<file path="src/rtl/dm_port_arbiter.sv">
// Shares the single-port data memory between the CPU MEM stage (priority) and a DMA/debug burst loader.
// Optional build macro DM_ARB_STATS_EN adds a saturating stall_cnt output.
module dm_port_arbiter #(
   parameter int AW       = 7,
   parameter int DW       = 32,
   parameter int LENW     = 4,
   parameter int MAX_WAIT = 4
) (
   input  logic            clk,
   input  logic            rst_n,
   input  logic [AW-1:0]   cpu_addr,
   input  logic            cpu_rd,
   input  logic            cpu_wr,
   input  logic [DW-1:0]   cpu_wdata,
   output logic [DW-1:0]   cpu_rdata,
   output logic            cpu_stall,
   input  logic            dma_req,
   input  logic            dma_wr,
   input  logic [AW-1:0]   dma_addr,
   input  logic [LENW-1:0] dma_len,
   input  logic [DW-1:0]   dma_wdata,
   output logic [DW-1:0]   dma_rdata,
   output logic            dma_gnt,
   output logic            dma_ack,
   output logic            dma_done,
   output logic [AW-1:0]   mem_addr,
   output logic            mem_rd,
   output logic            mem_wr,
   output logic [DW-1:0]   mem_wdata,
   input  logic [DW-1:0]   mem_rdata,
`ifdef DM_ARB_STATS_EN
   output logic [15:0]     stall_cnt,
`endif
   output logic [1:0]      dbg_state
);

   // Handshake: there is no DMA backpressure. While dma_gnt is high one beat is
   // performed every cycle (dma_ack); a CPU access is taken only when cpu_stall is low.

   typedef enum logic [1:0] {
      S_IDLE  = 2'd0,
      S_WAIT  = 2'd1,
      S_BURST = 2'd2,
      S_DONE  = 2'd3
   } state_t;

   localparam int WW = $clog2(MAX_WAIT + 1);

   state_t          state;
   logic [LENW-1:0] beat;
   logic [LENW-1:0] lat_len;
   logic [WW-1:0]   wait_cnt;
   logic [AW-1:0]   lat_addr;
   logic            lat_wr;
   logic            gnt_q;
   logic            done_q;
   logic            cpu_acc;

   assign cpu_acc = cpu_rd | cpu_wr;

   always_ff @(posedge clk or negedge rst_n) begin
      if (!rst_n) begin
         state    <= S_IDLE;
         beat     <= '0;
         lat_len  <= '0;
         wait_cnt <= '0;
         lat_addr <= '0;
         lat_wr   <= 1'b0;
         gnt_q    <= 1'b0;
         done_q   <= 1'b0;
      end else begin
         done_q <= 1'b0;
         case (state)
            S_IDLE: begin
               if (dma_req) begin
                  if (cpu_acc) begin
                     state    <= S_WAIT;
                     wait_cnt <= WW'(1);
                  end else begin
                     state    <= S_BURST;
                     gnt_q    <= 1'b1;
                     lat_addr <= dma_addr;
                     lat_len  <= dma_len;
                     lat_wr   <= dma_wr;
                     beat     <= '0;
                  end
               end
            end
            S_WAIT: begin
               // A withdrawn request abandons the burst before any beat is issued.
               if (!dma_req) begin
                  state    <= S_IDLE;
                  wait_cnt <= '0;
               end else if (!cpu_acc || wait_cnt == WW'(MAX_WAIT)) begin
                  state    <= S_BURST;
                  gnt_q    <= 1'b1;
                  lat_addr <= dma_addr;
                  lat_len  <= dma_len;
                  lat_wr   <= dma_wr;
                  beat     <= '0;
                  wait_cnt <= '0;
               end else begin
                  wait_cnt <= wait_cnt + 1'b1;
               end
            end
            S_BURST: begin
               if (beat == lat_len) begin
                  state  <= S_DONE;
                  gnt_q  <= 1'b0;
                  done_q <= 1'b1;
               end else begin
                  beat <= beat + 1'b1;
               end
            end
            S_DONE: begin
               state <= S_IDLE;
            end
            default: begin
               state <= S_IDLE;
               gnt_q <= 1'b0;
            end
         endcase
      end
   end

   // The memory port follows the CPU except while a burst owns it.
   always_comb begin
      mem_addr  = cpu_addr;
      mem_rd    = cpu_rd;
      mem_wr    = cpu_wr;
      mem_wdata = cpu_wdata;
      cpu_stall = 1'b0;
      if (gnt_q) begin
         mem_addr  = lat_addr + AW'(beat);
         mem_rd    = ~lat_wr;
         mem_wr    = lat_wr;
         mem_wdata = dma_wdata;
         cpu_stall = cpu_acc;
      end
   end

   assign cpu_rdata = mem_rdata;
   assign dma_rdata = mem_rdata;
   assign dma_gnt   = gnt_q;
   assign dma_ack   = gnt_q;
   assign dma_done  = done_q;
   assign dbg_state = state;

`ifdef DM_ARB_STATS_EN
   always_ff @(posedge clk or negedge rst_n) begin
      if (!rst_n) begin
         stall_cnt <= '0;
      end else if (cpu_stall && stall_cnt != 16'hFFFF) begin
         stall_cnt <= stall_cnt + 16'd1;
      end
   end
`endif

endmodule

</file>
<file path="config.mk">
export PLATFORM = sky130hd
export DESIGN_NAME = dm_port_arbiter
export DESIGN_NICKNAME = d
export VERILOG_FILES = /design/src/rtl/dm_port_arbiter.sv
export SDC_FILE = /design/constraint.sdc
export NUM_CORES = 1
export LEC_CHECK = 0
export ABC_AREA = 1
export CORE_MARGIN = 3
export CORE_UTILIZATION = 34
export CTS_BUF_LIST = sky130_fd_sc_hd__clkbuf_16
export DETAILED_ROUTE_END_ITERATION = 7
export PLACE_DENSITY_LB_ADDON = 0.1
export SLEW_MARGIN = 20
export SYNTH_ARGS = -nofsm -noshare
export SYNTH_HDL_FRONTEND = slang
export SYNTH_SLANG_ARGS = --single-unit
</file>
<file path="constraint.sdc">
create_clock -name clk -period 4.29 [get_ports clk]
set_input_delay 0.858 -clock clk [delete_from_list [all_inputs] [get_ports clk]]
set_output_delay 0.858 -clock clk [all_outputs]
set_load 0.05 [all_outputs]
</file>
==> flow_summary.toml <==
[cts]
cts_tree = "done"
cts_resized = 0
clkTransAtPathRegs_ns = 0.06
holdBufCountCts = 0
cts.sink_count = 23
cts_buffers = 3
post_cts_buffers = 0
clk_path_buf_depth = 2
cts_max_level = 1
clkLatencyLatePin_ns = 0.26
root_buffer = "clkbuf_16"

[sta]
tightest_slew_ns = 0.5393
fmax_mhz = 283.3
drv_slew = 0
skew_ns = 0.003124
final.setup.tns_ns = 0
grt_setup_unrepaired = "false"
min_period_ns = 3.530
hold_violations = 0
setup_viol = 0
hold_slack_ns = 0.4866
min_period_over_period_pct = 82.28
relSlewSlack_pct = 64.05

[global_routing]
overflow = 0
global_route.usage.total_pct = 18.58
antenna_found_initial = 0
grt_pass1_wl_mm = 12.36
grt_max_degree = 43
grt_pass1_vias = 2377

[cells_and_area]
n_fill_cell = 743
areaGrowthSynthToFinish_pct = 39.13
multiInputGateArea_um2 = 1181
nets = 575
diodes = 0
stdcell_area_um2 = 3421
seqCellArea_um2 = 575.6
layout-drive-gt1-share_pct = 16.82
finish.utilization_pct = 49.53

[die]
rows = 30
core-area_um2 = 6907
die_h_um = 91.04
ios = 231
initial_core_util_pct = 35.60
die_area_um2 = 8287
die_w_um = 91.04

[setup_path]
critPathTopFamily = "buffers and inverters"
path_cells = "ha_1, inv_1, fa_1, or2_2, a31oi_1, clkdlybuf4s50_1"
critPathKind = "reg2out"
cp_slowest_stage_delay_ns = 0.82
worst_ep_arrival_time_ns = 2.67
worstPathRequired_ns = 3.43
startpoint_type = "register"
crit_start = "beat[0]"
crit_buf_inv = 2
worst-path-max-fanout = 7
slowest_stage = "clkdlybuf4s50_1"
cp-end-kind = "primary output"
timing.rr.start = "wait_cnt[0]"

[synth]
ys_types = 29
synth.avg_cell_area_um2 = 6.436
synth-seq-cells = 23
ys_warn_count = 0
yosysSeqAreaShare_pct = 23.41
syn_area_um2 = 2459
syn-num-nets = 510
synth_top_area_share_pct = 24.12
synth_top_cell_by_area = "nand2_1"
synth_cells = 382
synthTopCellsByArea = "nand2_1, dfrtp_1, buf_4"

[routing]
wire_per_inst_um = 14.62
drt_first_pass_iters = 4
vias = 2367
drcViolationCount = 0
first_iter_violations = 79
antenna_left = 0
via_per_inst = 4.367
wl_mm = 7.922

[hold_path]
min_from = "lat_wr"
hold_class = "reg2reg"

[power_and_ir_drop]
power.density_nw_per_um2 = 793.1
power.leakage_nw = 1.801
irDropWorstVdd_mv = 0.3505
total_power_mw = 2.713

[job]
max_cap_violations = 0

[placement]
dpl.hpwl_mm = 6.557
portBuffers = 134
place_area_um2 = 3342
place_congestion = 0.7992

[status]
outcome = "completed"
==> synthesized netlist by cell type <==
| library cell | n |
|---|---|
| xor2_1 | 1 |
| nor2_2 | 3 |
| buf_8 | 1 |
| o21ai_0 | 6 |
| nand2_2 | 7 |
| clkinv_1 | 1 |
| o21ai_1 | 2 |
| inv_2 | 1 |
| buf_4 | 65 |
| o21bai_1 | 1 |
| a21oi_1 | 4 |
| a31oi_1 | 2 |
| inv_1 | 39 |
| nor2_1 | 13 |
| nand2_1 | 158 |
| nand4_1 | 6 |
| a22oi_1 | 1 |
| nand3b_4 | 1 |
| dfrtp_1 | 23 |
| nand3_2 | 2 |
| xnor2_1 | 2 |
| or2_2 | 1 |
| o21ai_2 | 13 |
| buf_6 | 1 |
| a21o_1 | 1 |
| nand3_1 | 10 |
| clkbuf_1 | 9 |
| ha_1 | 7 |
| fa_1 | 1 |
==> tightest hold or removal path, delay by kind of cell (launching register included) <==
kind	cells	cell delay (ns)
flops	1	0.34
compound gates	1	0.05
simple gates	1	0.06
==> where the power goes <==
group | switching, mW | internal (mW) | leakage [nW] | total, mW
combinational | 1.43 | 0.692 | 1.47 | 2.12
clock | 0.0783 | 0.125 | 0.0423 | 0.203
sequential | 0.0849 | 0.307 | 0.292 | 0.392
total | 1.59 | 1.12 | 1.80 | 2.71
==> state kept, by name, indices dropped and copies added (netlist names) <==
register   count
dma_done       1
lat_addr       7
lat_wr         1
lat_len        4
wait_cnt       3
dbg_state      2
dma_ack        1
beat           4
==> worst paths after layout <==
check | to | slack [ns] | cells after the start
worst max-delay path | mem_addr[2] | 0.76 | 6
worst min-delay path | lat_wr | 0.49 | 2
worst max register to register | lat_len[0] | 2.70 | 7
worst min register to register | lat_wr | 0.49 | 2
max in group asynchronous | lat_wr | 3.35 | 1
min in group asynchronous | lat_addr[2] | 0.58 | 1
==> cells in the final DEF (no fill, tap or decap), types with 2 or more instances in the layout <==
cell             instances
o21ai_2                 13
nor2_2                   3
nand3_2                  2
clkbuf_16                3
a31oi_1                  2
nand3_1                 10
inv_1                   40
nand4_1                  6
buf_12                   5
nand2_1                158
xnor2_1                  2
o21ai_1                  2
buf_4                   38
ha_1                     7
dfrtp_1                 23
nand2_2                  7
nor2_1                  13
o21ai_0                  6
a21oi_1                  4
clkdlybuf4s50_1         92
==> layer usage <==
metal,global-route usage [%],part of all wire (%),wire length [µm]
met5,0,0,0
met4,4.271,1.1,91
met3,8.036,11,882
met2,30.90,49,3903
met1,22.10,38,3045
==> layout make-up <==
cell class              count  share of cell area (%)
well taps                  96                   3.511
clock inverters             1                  0.1097
clock buffers               3                   2.195
flip-flops and latches     23                   16.83
repair buffers            136                   38.33
multi-input cells         242                   34.53
inverters                  41                   4.499
==> per-stage QoR <==
stage | setup slack (ns) | cells
4_1_cts | 0.7599 | 542
2_1_floorplan | 1.103 | 382
5_1_grt | 0.6732 | 542
3_5_place_dp | 1.058 | 538
6_report | 0.7604 | 542
3_3_place_gp | 1.068 | 538
==> cells by family (layout without fill, tap and decap cells) <==
| kind of cell | Yosys count | after routing | share of synthesized area (%) |
|---|---|---|---|
| adder cells (fa/ha/maj) | 8 | 8 | 4.376 |
| XOR/XNOR | 3 | 3 | 1.069 |
| AND/OR/NAND/NOR | 201 | 201 | 34.10 |
| buffers and inverters | 117 | 181 | 28.55 |
| flip-flops | 23 | 23 | 23.41 |
| AO/OA/AOI/OAI | 30 | 30 | 8.499 |
Note: power is estimated with default switching activity, not from simulation.
